===== src/rtl/spi_slave_if.sv =====
// SPI target port: oversampled sclk/mosi/cs_n, host-preloaded tx byte, rx buffer and irq.
// Define SPI_SLV_RXFIFO_EN to replace the single rx buffer with a FIFO_DEPTH-entry FIFO.
module spi_slave_if #(
  parameter int unsigned SYNC_STAGES = 2,
  parameter logic [7:0]  FILL_BYTE   = 8'hFF,
  parameter int unsigned FIFO_DEPTH  = 4
) (
  input  logic       clk,
  input  logic       rst_n,
  input  logic       sclk,
  input  logic       mosi,
  input  logic       cs_n,
  output logic       miso,
  output logic       miso_oe,
  input  logic [7:0] din,
  input  logic       cmd,
  input  logic       wr,
  input  logic       rd,
  output logic [7:0] dout,
  output logic [3:0] status,
  output logic       irq
);

  typedef enum logic {StIdle, StActive} state_e;

  state_e                 state;
  logic [SYNC_STAGES-1:0] sclk_sync, mosi_sync, csn_sync;
  logic                   sclk_q, csn_q;
  logic                   sclk_s, mosi_s, csn_s;
  logic [1:0]             mode, frame_mode;
  logic                   irq_en, udr, ovr, rx_valid;
  logic [7:0]             tx_buf, tx_shr, rx_shr, rx_byte, load_byte;
  logic                   tx_full, hold;
  logic [2:0]             bit_cnt;
  logic                   cs_fall, cs_rise, lead, trail, active;
  logic                   sample_edge, shift_edge, byte_end, reload;

  always_ff @(posedge clk or negedge rst_n) begin
    if (!rst_n) begin
      sclk_sync <= '0;
      mosi_sync <= '0;
      csn_sync  <= '1;
      sclk_q    <= 1'b0;
      csn_q     <= 1'b1;
    end else begin
      sclk_sync <= {sclk_sync[SYNC_STAGES-2:0], sclk};
      mosi_sync <= {mosi_sync[SYNC_STAGES-2:0], mosi};
      csn_sync  <= {csn_sync[SYNC_STAGES-2:0], cs_n};
      sclk_q    <= sclk_s;
      csn_q     <= csn_s;
    end
  end

  assign sclk_s = sclk_sync[SYNC_STAGES-1];
  assign mosi_s = mosi_sync[SYNC_STAGES-1];
  assign csn_s  = csn_sync[SYNC_STAGES-1];

  assign cs_fall     = csn_q & ~csn_s;
  assign cs_rise     = ~csn_q & csn_s;
  assign lead        = frame_mode[1] ? (sclk_q & ~sclk_s) : (~sclk_q & sclk_s);
  assign trail       = (sclk_q ^ sclk_s) & ~lead;
  assign active      = (state == StActive) & ~cs_rise;
  assign sample_edge = active & (frame_mode[0] ? trail : lead);
  assign shift_edge  = active & (frame_mode[0] ? lead : trail);
  assign byte_end    = sample_edge & (bit_cnt == 3'd7);
  assign rx_byte     = {rx_shr[6:0], mosi_s};
  assign reload      = ((state == StIdle) & cs_fall) | byte_end;
  assign load_byte   = tx_full ? tx_buf : FILL_BYTE;

  // hold parks a freshly loaded byte so its MSB survives the next shift edge
  always_ff @(posedge clk or negedge rst_n) begin
    if (!rst_n) begin
      state      <= StIdle;
      frame_mode <= 2'b00;
      mode       <= 2'b00;
      irq_en     <= 1'b0;
      udr        <= 1'b0;
      tx_buf     <= 8'h00;
      tx_full    <= 1'b0;
      tx_shr     <= 8'h00;
      rx_shr     <= 8'h00;
      bit_cnt    <= 3'd0;
      hold       <= 1'b0;
    end else begin
      if (cmd) begin
        mode   <= din[1:0];
        irq_en <= din[2];
        if (din[7]) udr <= 1'b0;
      end
      if (reload && !tx_full) udr <= 1'b1;
      if (wr) begin
        tx_buf  <= din;
        tx_full <= 1'b1;
      end else if (reload) begin
        tx_full <= 1'b0;
      end
      unique case (state)
        StIdle: begin
          if (cs_fall) begin
            state      <= StActive;
            frame_mode <= mode;
            bit_cnt    <= 3'd0;
            hold       <= mode[0];
            tx_shr     <= load_byte;
          end
        end
        StActive: begin
          if (cs_rise) begin
            state   <= StIdle;
            bit_cnt <= 3'd0;
            tx_shr  <= 8'h00;
          end else begin
            if (sample_edge) begin
              rx_shr  <= rx_byte;
              bit_cnt <= bit_cnt + 3'd1;
            end
            if (byte_end) begin
              tx_shr <= load_byte;
              hold   <= 1'b1;
            end else if (shift_edge) begin
              if (hold) hold <= 1'b0;
              else      tx_shr <= {tx_shr[6:0], 1'b0};
            end
          end
        end
        default: state <= StIdle;
      endcase
    end
  end

`ifdef SPI_SLV_RXFIFO_EN
  localparam int unsigned AW = $clog2(FIFO_DEPTH);

  logic [7:0]  mem [FIFO_DEPTH];
  logic [AW:0] wptr, rptr;
  logic        empty, full, pop, push;

  assign empty = (wptr == rptr);
  assign full  = (wptr[AW] != rptr[AW]) && (wptr[AW-1:0] == rptr[AW-1:0]);
  assign pop   = rd & ~empty;
  assign push  = byte_end & (~full | pop);

  always_ff @(posedge clk or negedge rst_n) begin
    if (!rst_n) begin
      for (int i = 0; i < int'(FIFO_DEPTH); i++) mem[i] <= 8'h00;
      wptr <= '0;
      rptr <= '0;
      ovr  <= 1'b0;
    end else begin
      if (push) begin
        mem[wptr[AW-1:0]] <= rx_byte;
        wptr              <= wptr + (AW+1)'(1);
      end
      if (pop) rptr <= rptr + (AW+1)'(1);
      if (cmd && din[7]) ovr <= 1'b0;
      if (byte_end && full && !pop) ovr <= 1'b1;
    end
  end

  assign rx_valid = ~empty;
  assign dout     = mem[rptr[AW-1:0]];
`else
  logic [7:0]  rx_buf;
  logic [31:0] unused_depth;

  assign unused_depth = FIFO_DEPTH;

  // A full buffer keeps its old byte unless the host pops in the same cycle
  always_ff @(posedge clk or negedge rst_n) begin
    if (!rst_n) begin
      rx_buf   <= 8'h00;
      rx_valid <= 1'b0;
      ovr      <= 1'b0;
    end else begin
      if (cmd && din[7]) ovr <= 1'b0;
      if (byte_end) begin
        if (rx_valid && !rd) begin
          ovr <= 1'b1;
        end else begin
          rx_buf   <= rx_byte;
          rx_valid <= 1'b1;
        end
      end else if (rd) begin
        rx_valid <= 1'b0;
      end
    end
  end

  assign dout = rx_buf;
`endif

  assign miso    = tx_shr[7];
  assign miso_oe = (state == StActive);
  assign status  = {miso_oe, udr, ovr, rx_valid};
  assign irq     = irq_en & (rx_valid | ovr);

endmodule


===== config.mk =====
export PLATFORM = sky130hd
export DESIGN_NAME = spi_slave_if
export DESIGN_NICKNAME = d
export VERILOG_FILES = /design/src/rtl/spi_slave_if.sv
export SDC_FILE = /design/constraint.sdc
export NUM_CORES = 1
export LEC_CHECK = 0
export CAP_MARGIN = 25
export CORE_MARGIN = 2
export CORE_UTILIZATION = 54
export DETAILED_ROUTE_END_ITERATION = 12
export GPL_TIMING_DRIVEN = 0
export PLACE_DENSITY = 0.78
export SETUP_SLACK_MARGIN = 0.15
export SLEW_MARGIN = 20
export SYNTH_ARGS = -nofsm -noshare
export SYNTH_HDL_FRONTEND = slang
export SYNTH_SLANG_ARGS = --single-unit

===== constraint.sdc =====
create_clock -name clk -period 2.4 [get_ports clk]
set_clock_uncertainty 0.1 [all_clocks]
set_input_delay 0.36 -clock clk [delete_from_list [all_inputs] [get_ports clk]]
set_output_delay 0.36 -clock clk [all_outputs]
set_load 0.02 [all_outputs]

# After elaboration in Yosys (flattened, before gate mapping)
# Index checks and enable logic that the tools add are counted.
# word_totals
register_bits	53
input_bits	16
out_inout_bits	15
word_cells	100
# classes
add_sub_neg	1
n_eq_ne	8
n_mux	33
bitwise_logic	22
n_reduce_logical	17
# ops
cell	count
two-way mux 8 bit	6
two-way mux 1 bit	20
one-hot mux 8 bit (2 select lines)	1
AND 1 bit	11
AND reduction 2 bit	5
two-way mux 3 bit	3
AND reduction 3 bit	3
NOT 1 bit	8
nonzero test 2 bit	4
!= test 2 bit (second input constant)	3
!= test 3 x 1 -> 1 bit (second input constant)	2
one-hot mux 3 bit (2 select lines)	1
!= test 4 x 1 -> 1 bit (second input constant)	1
!= test 4 x 2 -> 1 bit (second input constant)	1
one-hot mux 1 bit (2 select lines)	2
adder 3 x 1 -> 3 bit (second input constant)	1
== test 3 bit (second input constant)	1
logical AND 1 bit	3
zero test 1 bit	2
bitwise OR 1 bit	2
bitwise XOR 1 bit	1

# Logic depth before layout (Yosys ltp)
# logic_depth
ltp_word	12
mapped_depth	7
depth_no_buf	6

# Worst setup path after synthesis
# OpenSTA, ideal clock, no wires.
# synth_timing
path_type	flip-flop to flip-flop
start	register sclk_sync[1]
end	register rx_buf[0] (netlist: dout[0])
setup_ns	0.125
arrival_ns	1.945
t_required_ns	2.175
path_slack_ns	0.230
stages_incl_launch_ff	6
path_buffers	0
synth_period_minus_slack_ns	2.170
path_cell_list	dfrtp_1 > ha_1 > mux2i_4 > mux2i_1 > nor3_2 > mux2_2
# synth_between
elab_chain_len	9
word_cells_on_any_way	11
cone_classes	2 x mux; 8 x bitwise; 1 x reduce/logical
# synth_lines
element	line_no	rtl
start: declaration	27	logic [SYNC_STAGES-1:0] sclk_sync, mosi_sync, csn_sync;
start signal: assignment	46	sclk_sync <= {sclk_sync[SYNC_STAGES-2:0], sclk};
NOT 1 bit	60	assign lead = frame_mode[1] ? (sclk_q & ~sclk_s) : (~sclk_q & sclk_s);
AND 1 bit	60	
two-way mux 1 bit	60	
NOT 1 bit	61	assign trail = (sclk_q ^ sclk_s) & ~lead;
AND 1 bit	61	
two-way mux 1 bit *	63	assign sample_edge = active & (frame_mode[0] ? trail : lead);
AND 1 bit *	63	
AND 1 bit *	65	assign byte_end = sample_edge & (bit_cnt == 3'd7);
AND reduction 2 bit (no source line) *	n/a	
end signal: assignment	180	rx_buf <= rx_byte;
end: declaration	163	logic [7:0] rx_buf;
# Mark *: on every way between the ends. The rest lies on a longest branch, timed or not.
# A chain may end at the register's enable or synchronous reset.

# Final worst setup path
# layout_timing
start	register sclk_sync[1]
end	register tx_shr[0]
# layout_between
elab_chain_len	11
word_cells_on_any_way	18
cone_classes	2 x eq/ne; 6 x mux; 9 x bitwise; 1 x reduce/logical
# layout_lines
element	line_no	rtl
NOT 1 bit	60	
AND 1 bit	60	
two-way mux 1 bit	60	
NOT 1 bit	61	
AND 1 bit	61	
two-way mux 1 bit	63	
AND 1 bit	63	
AND 1 bit	65	
two-way mux 8 bit	117	if (byte_end) begin
two-way mux 8 bit	108	if (cs_rise) begin
one-hot mux 8 bit (2 select lines)	97	unique case (state)
end signal: assignment	104	tx_shr <= load_byte;
end signal: assignment	118	tx_shr <= load_byte;
end signal: assignment	122	else tx_shr <= {tx_shr[6:0], 1'b0};
end: declaration	32	logic [7:0] tx_buf, tx_shr, rx_shr, rx_byte, load_byte;
# Parallel ways exist; a longest one is shown, timed or not.

==> flow_summary.html <==
<table>
<tr><th>Metric</th><th>Value</th></tr>
<tr><th colspan="2">Placed design</th></tr>
<tr><td>Cell Area, Placed</td><td>around 2800 um^2</td></tr>
<tr><td>DP Cell Count</td><td>279</td></tr>
<tr><td>Weighted congestion at the end of routability-driven global placement</td><td>0.886</td></tr>
<tr><td>HPWL after DPL</td><td>3.29 mm</td></tr>
<tr><td>PortBufs</td><td>29</td></tr>
<tr><th colspan="2">Run</th></tr>
<tr><td>Max Cap Violations</td><td>0</td></tr>
<tr><th colspan="2">Route</th></tr>
<tr><td>Antenna Nets Post-Route</td><td>0</td></tr>
<tr><td>Number of violations reported at the end of detailed-routing iteration 0</td><td>143</td></tr>
<tr><td>Routed WL per cell</td><td>approximately 16 um</td></tr>
<tr><td>Count of unresolved DRC violations after routing</td><td>0</td></tr>
<tr><td>DR vias/cell</td><td>5.80</td></tr>
<tr><td>Via count</td><td>1688</td></tr>
<tr><td>Number of search-and-repair iterations in the first detailed-routing pass</td><td>4</td></tr>
<tr><td>Total routed wirelength</td><td>4.73 mm</td></tr>
<tr><th colspan="2">Yosys</th></tr>
<tr><td>Count of cell types in the netlist</td><td>42</td></tr>
<tr><td>Number of flip-flops and latches in the synthesized netlist</td><td>between 50 and 60</td></tr>
<tr><td>Net count of the mapped netlist</td><td>~220</td></tr>
<tr><td>Netlist area before placement</td><td>2430 um^2</td></tr>
<tr><td>YS warnings</td><td>0</td></tr>
<tr><td>Sequential fraction of the synthesis area</td><td>0.547</td></tr>
<tr><td>Number of instances in the synthesized netlist</td><td>198</td></tr>
<tr><td>Synthesized area per cell</td><td>12.3 um^2</td></tr>
<tr><th colspan="2">Floorplanning</th></tr>
<tr><td>Placement row count</td><td>24</td></tr>
<tr><td>Floorplan Core Area</td><td>4350 um^2</td></tr>
<tr><td>Horizontal die dimension</td><td>71.1 um</td></tr>
<tr><td>Overall die height</td><td>71.1 um</td></tr>
<tr><td>Die Area</td><td>5050 um^2</td></tr>
<tr><td>I/O pin cnt</td><td>31</td></tr>
<tr><td>Starting density of the core</td><td>0.558</td></tr>
<tr><th colspan="2">Pwr</th></tr>
<tr><td>Peak VDD IR</td><td>~0.54 mV</td></tr>
<tr><td>Power per Cell Area</td><td>about 780 nW/um^2</td></tr>
<tr><td>Leakage power of the design</td><td>1.33 nW</td></tr>
<tr><td>Sum of internal, switching and leakage power</td><td>~0.0024 W</td></tr>
<tr><th colspan="2">STA</th></tr>
<tr><td>Tmin final</td><td>2.19 ns</td></tr>
<tr><td>Final setup violating endpoints</td><td>0</td></tr>
<tr><td>Max-slew headroom at the worst pin</td><td>0.572</td></tr>
<tr><td>Max Freq</td><td>457 MHz</td></tr>
<tr><td>Worst slew pin tran</td><td>about 0.64 ns</td></tr>
<tr><td>Final Cycle Share</td><td>0.912</td></tr>
<tr><td>Post-route worst hold slack</td><td>-0.0181 ns</td></tr>
<tr><td>Endpoints failing hold</td><td>41</td></tr>
<tr><td>Max-slew violation count</td><td>0</td></tr>
<tr><td>Unrepaired setup endpoints after global routing</td><td>yes</td></tr>
<tr><th colspan="2">Global routing</th></tr>
<tr><td>Number of global-route vias before repair</td><td>1705</td></tr>
<tr><td>Overall global routing resource usage</td><td>0.203</td></tr>
<tr><td>First-pass GRT wire length</td><td>8.18 mm</td></tr>
<tr><td>Total global routing overflow</td><td>0</td></tr>
<tr><td>Maximum number of pins on one net before global-route repair</td><td>54</td></tr>
<tr><td>Antenna violations before repair</td><td>0</td></tr>
<tr><th colspan="2">Final layout</th></tr>
<tr><td>Count of fill cells added during filler insertion</td><td>296</td></tr>
<tr><td>Total non-filler cell area in the finished layout</td><td>about 3000 um^2</td></tr>
<tr><td>Highest-count cells in the layout ignoring fill and taps</td><td>sky130_fd_sc_hd__dfrtp_1 (50), sky130_fd_sc_hd__clkdlybuf4s50_1 (28), sky130_fd_sc_hd__mux2_2 (27), sky130_fd_sc_hd__nand2_1 (10), sky130_fd_sc_hd__nor2_1 (10)</td></tr>
<tr><td>Utilization after layout</td><td>0.691</td></tr>
<tr><td>Growth of design area from synthesis to finish</td><td>23.8%</td></tr>
<tr><td>Share of post-route cells with drive strength above 1</td><td>0.268</td></tr>
<tr><td>Antenna diode instance count</td><td>0</td></tr>
<tr><td>Layout Cells excl Fill</td><td>291</td></tr>
<tr><td>Nets</td><td>258</td></tr>
<tr><td>Commonest non-fill, non-tap cell in the layout</td><td>sky130_fd_sc_hd__dfrtp_1</td></tr>
<tr><th colspan="2">Clocking</th></tr>
<tr><td>H-tree lvl count</td><td>2</td></tr>
<tr><td>Insertion delay of the later-clocked pin in the worst-skew pair</td><td>0.30 ns</td></tr>
<tr><td>Clock Sinks</td><td>53</td></tr>
<tr><td>Clock tree from TritonCTS</td><td>done</td></tr>
<tr><td>Cell at the root of the clock tree</td><td>sky130_fd_sc_hd__clkbuf_8</td></tr>
<tr><td>Inserted Clock Buffers</td><td>5</td></tr>
<tr><td>Number of buffers between clock root and the deepest sink</td><td>2</td></tr>
<tr><td>CTS clk-pin slew, worst paths</td><td>around 0.10 ns</td></tr>
<tr><th colspan="2">Critical path</th></tr>
<tr><td>Critical Path End Type</td><td>register</td></tr>
<tr><td>Largest fanout on the critical path</td><td>8</td></tr>
<tr><td>Worst reg-to-reg setup slack</td><td>0.21 ns</td></tr>
<tr><td>Critical path class</td><td>register to register</td></tr>
<tr><td>Worst endpoint required time</td><td>between 2 and 2.5 ns</td></tr>
<tr><td>Arrival time at the worst endpoint</td><td>2.27 ns</td></tr>
<tr><td>Launching element type of the critical path</td><td>register</td></tr>
<tr><th colspan="2">Hold path</th></tr>
<tr><td>Path type of the worst min-delay path</td><td>primary input to asynchronous set/reset pin</td></tr>
<tr><th colspan="2">Run status</th></tr>
<tr><td>Result of the run</td><td>finished with violations</td></tr>
<tr><td>Failing checks</td><td>hold timing</td></tr>
</table>
[per-layer routing]
| layer | track usage | vias to the layer above | share of wire |
|---|---|---|---|
| met5 | 0 | - | 0 |
| met4 | 0.0566 | 0 | 0.0055 |
| met3 | 0.0484 | 2 | 0.055 |
| met2 | 0.323 | 50 | 0.48 |
| met1 | 0.283 | 837 | 0.46 |
| li1 | - | 799 | - |
[through the flow]
stage	TNS, ns	worst slack (ns)
3_3_place_gp	-36.93	-0.702
5_1_grt	0	0.118
3_5_place_dp	-1.49	-0.188
6_report	0	0.212
4_1_cts	0	0.170
2_1_floorplan	0	0.230
[cells by family (layout without fill, tap and decap cells)]
group / Yosys count / in the layout / synth area share
simple gates: 51 / 51 / 0.115
xor+xnor: 1 / 1 / 0.00361
compound gates: 38 / 38 / 0.123
fa+ha+maj: 4 / 4 / 0.0206
flops: 53 / 53 / 0.547
mux: 32 / 32 / 0.151
buf+inv: 19 / 60 / 0.0391
[power by group]
part | switching, W | total (W) | internal (W)
Combinational | 0.000293 | 0.000621 | 0.000328
Sequential | 0.000121 | 0.00118 | 0.00105
Clock | 0.000287 | 0.000554 | 0.000267
[final timing paths]
kind,from,end,cells past startpoint
worst min register to register,sclk_sync[0],sclk_sync[1],0
worst min-delay path,rst_n,dout[3],1
min in group clk,sclk_sync[0],sclk_sync[1],0
max in group asynchronous,rst_n,tx_shr[5],1
worst max register to register,sclk_sync[1],tx_shr[0],7
worst max-delay path,sclk_sync[1],tx_shr[0],7
[Yosys cell counts]
cell type,instances,area share
sky130_fd_sc_hd__and3b_1,2,0.0072
sky130_fd_sc_hd__nor3_1,7,0.014
sky130_fd_sc_hd__a311o_2,1,0.0046
sky130_fd_sc_hd__or2_2,1,0.0026
sky130_fd_sc_hd__o21ai_1,1,0.0021
sky130_fd_sc_hd__a222oi_1,1,0.0041
sky130_fd_sc_hd__and2_1,2,0.0051
sky130_fd_sc_hd__a22o_1,2,0.0072
sky130_fd_sc_hd__o221a_2,1,0.0046
sky130_fd_sc_hd__o221ai_1,1,0.0036
sky130_fd_sc_hd__a21o_1,3,0.0093
sky130_fd_sc_hd__nand3_1,1,0.0021
sky130_fd_sc_hd__o211ai_1,7,0.022
sky130_fd_sc_hd__or3b_2,1,0.0036
sky130_fd_sc_hd__or3_1,8,0.021
sky130_fd_sc_hd__buf_1,1,0.0015
sky130_fd_sc_hd__buf_4,4,0.012
sky130_fd_sc_hd__o21ai_0,2,0.0041
sky130_fd_sc_hd__a21oi_1,2,0.0041
sky130_fd_sc_hd__nor4b_2,1,0.0062
sky130_fd_sc_hd__o22ai_1,7,0.018
sky130_fd_sc_hd__mux2i_1,3,0.012
sky130_fd_sc_hd__dfrtp_1,50,0.51
sky130_fd_sc_hd__o21a_1,1,0.0031
sky130_fd_sc_hd__nor2b_1,4,0.010
sky130_fd_sc_hd__nand2b_1,2,0.0051
sky130_fd_sc_hd__clkbuf_2,1,0.0021
sky130_fd_sc_hd__ha_1,4,0.021
sky130_fd_sc_hd__clkbuf_1,7,0.011
sky130_fd_sc_hd__buf_6,1,0.0046
sky130_fd_sc_hd__mux2i_4,1,0.0093
sky130_fd_sc_hd__nand2_1,10,0.015
sky130_fd_sc_hd__xnor2_1,1,0.0036
sky130_fd_sc_hd__mux2_2,28,0.13
sky130_fd_sc_hd__a221oi_1,7,0.025
sky130_fd_sc_hd__nor3_2,1,0.0041
sky130_fd_sc_hd__dfstp_2,3,0.032
sky130_fd_sc_hd__o41ai_2,1,0.0067
sky130_fd_sc_hd__nor2_1,10,0.015
sky130_fd_sc_hd__a32o_1,1,0.0041
sky130_fd_sc_hd__inv_1,5,0.0077
sky130_fd_sc_hd__nor3b_1,1,0.0031
[flip-flops by register name, indices dropped and copies added, names as in the netlist]
signal and cells:
mosi_sync 2, ovr 1, mode 2, csn_sync 2
rx_valid 1, udr 1, sclk_sync 2, tx_buf 8
irq_en 1, hold 1, frame_mode 2, sclk_q 1
rx_shr 7, csn_q 1, tx_full 1, tx_shr 8
bit_cnt 3, dout 8, miso_oe 1
[cell type report]
type | count | area (um^2) | area share
sequential | 53 | 1330 | 0.442
timing repair buffer | 33 | 343 | 0.114
inverter | 5 | 18.8 | 0.00624
buffer | 14 | 81.3 | 0.0270
clock inverter | 1 | 8.76 | 0.00291
clock buffer | 7 | 96.3 | 0.0320
multi-input combinational | 126 | 1060 | 0.354
tap | 52 | 65.1 | 0.0216
[worst max-delay path, cell delays in order (launching register included)]
cell                      delay (ns)
sky130_fd_sc_hd__dfrtp_1        0.39
sky130_fd_sc_hd__inv_1          0.06
sky130_fd_sc_hd__ha_2           0.19
sky130_fd_sc_hd__mux2i_4        0.33
sky130_fd_sc_hd__mux2i_4        0.15
sky130_fd_sc_hd__or3_1          0.40
sky130_fd_sc_hd__buf_6          0.15
sky130_fd_sc_hd__a311o_2        0.30
[what timing repair did]
item | 4_1_cts | 5_1_grt
buffers inserted | 2 | 2
pin swaps | 1 | 2
endpoints found under the setup margin | 24 | 24
resized for setup | 6 | 9
hold buffers | 0 | 0
(Power assumes the default switching activity.)
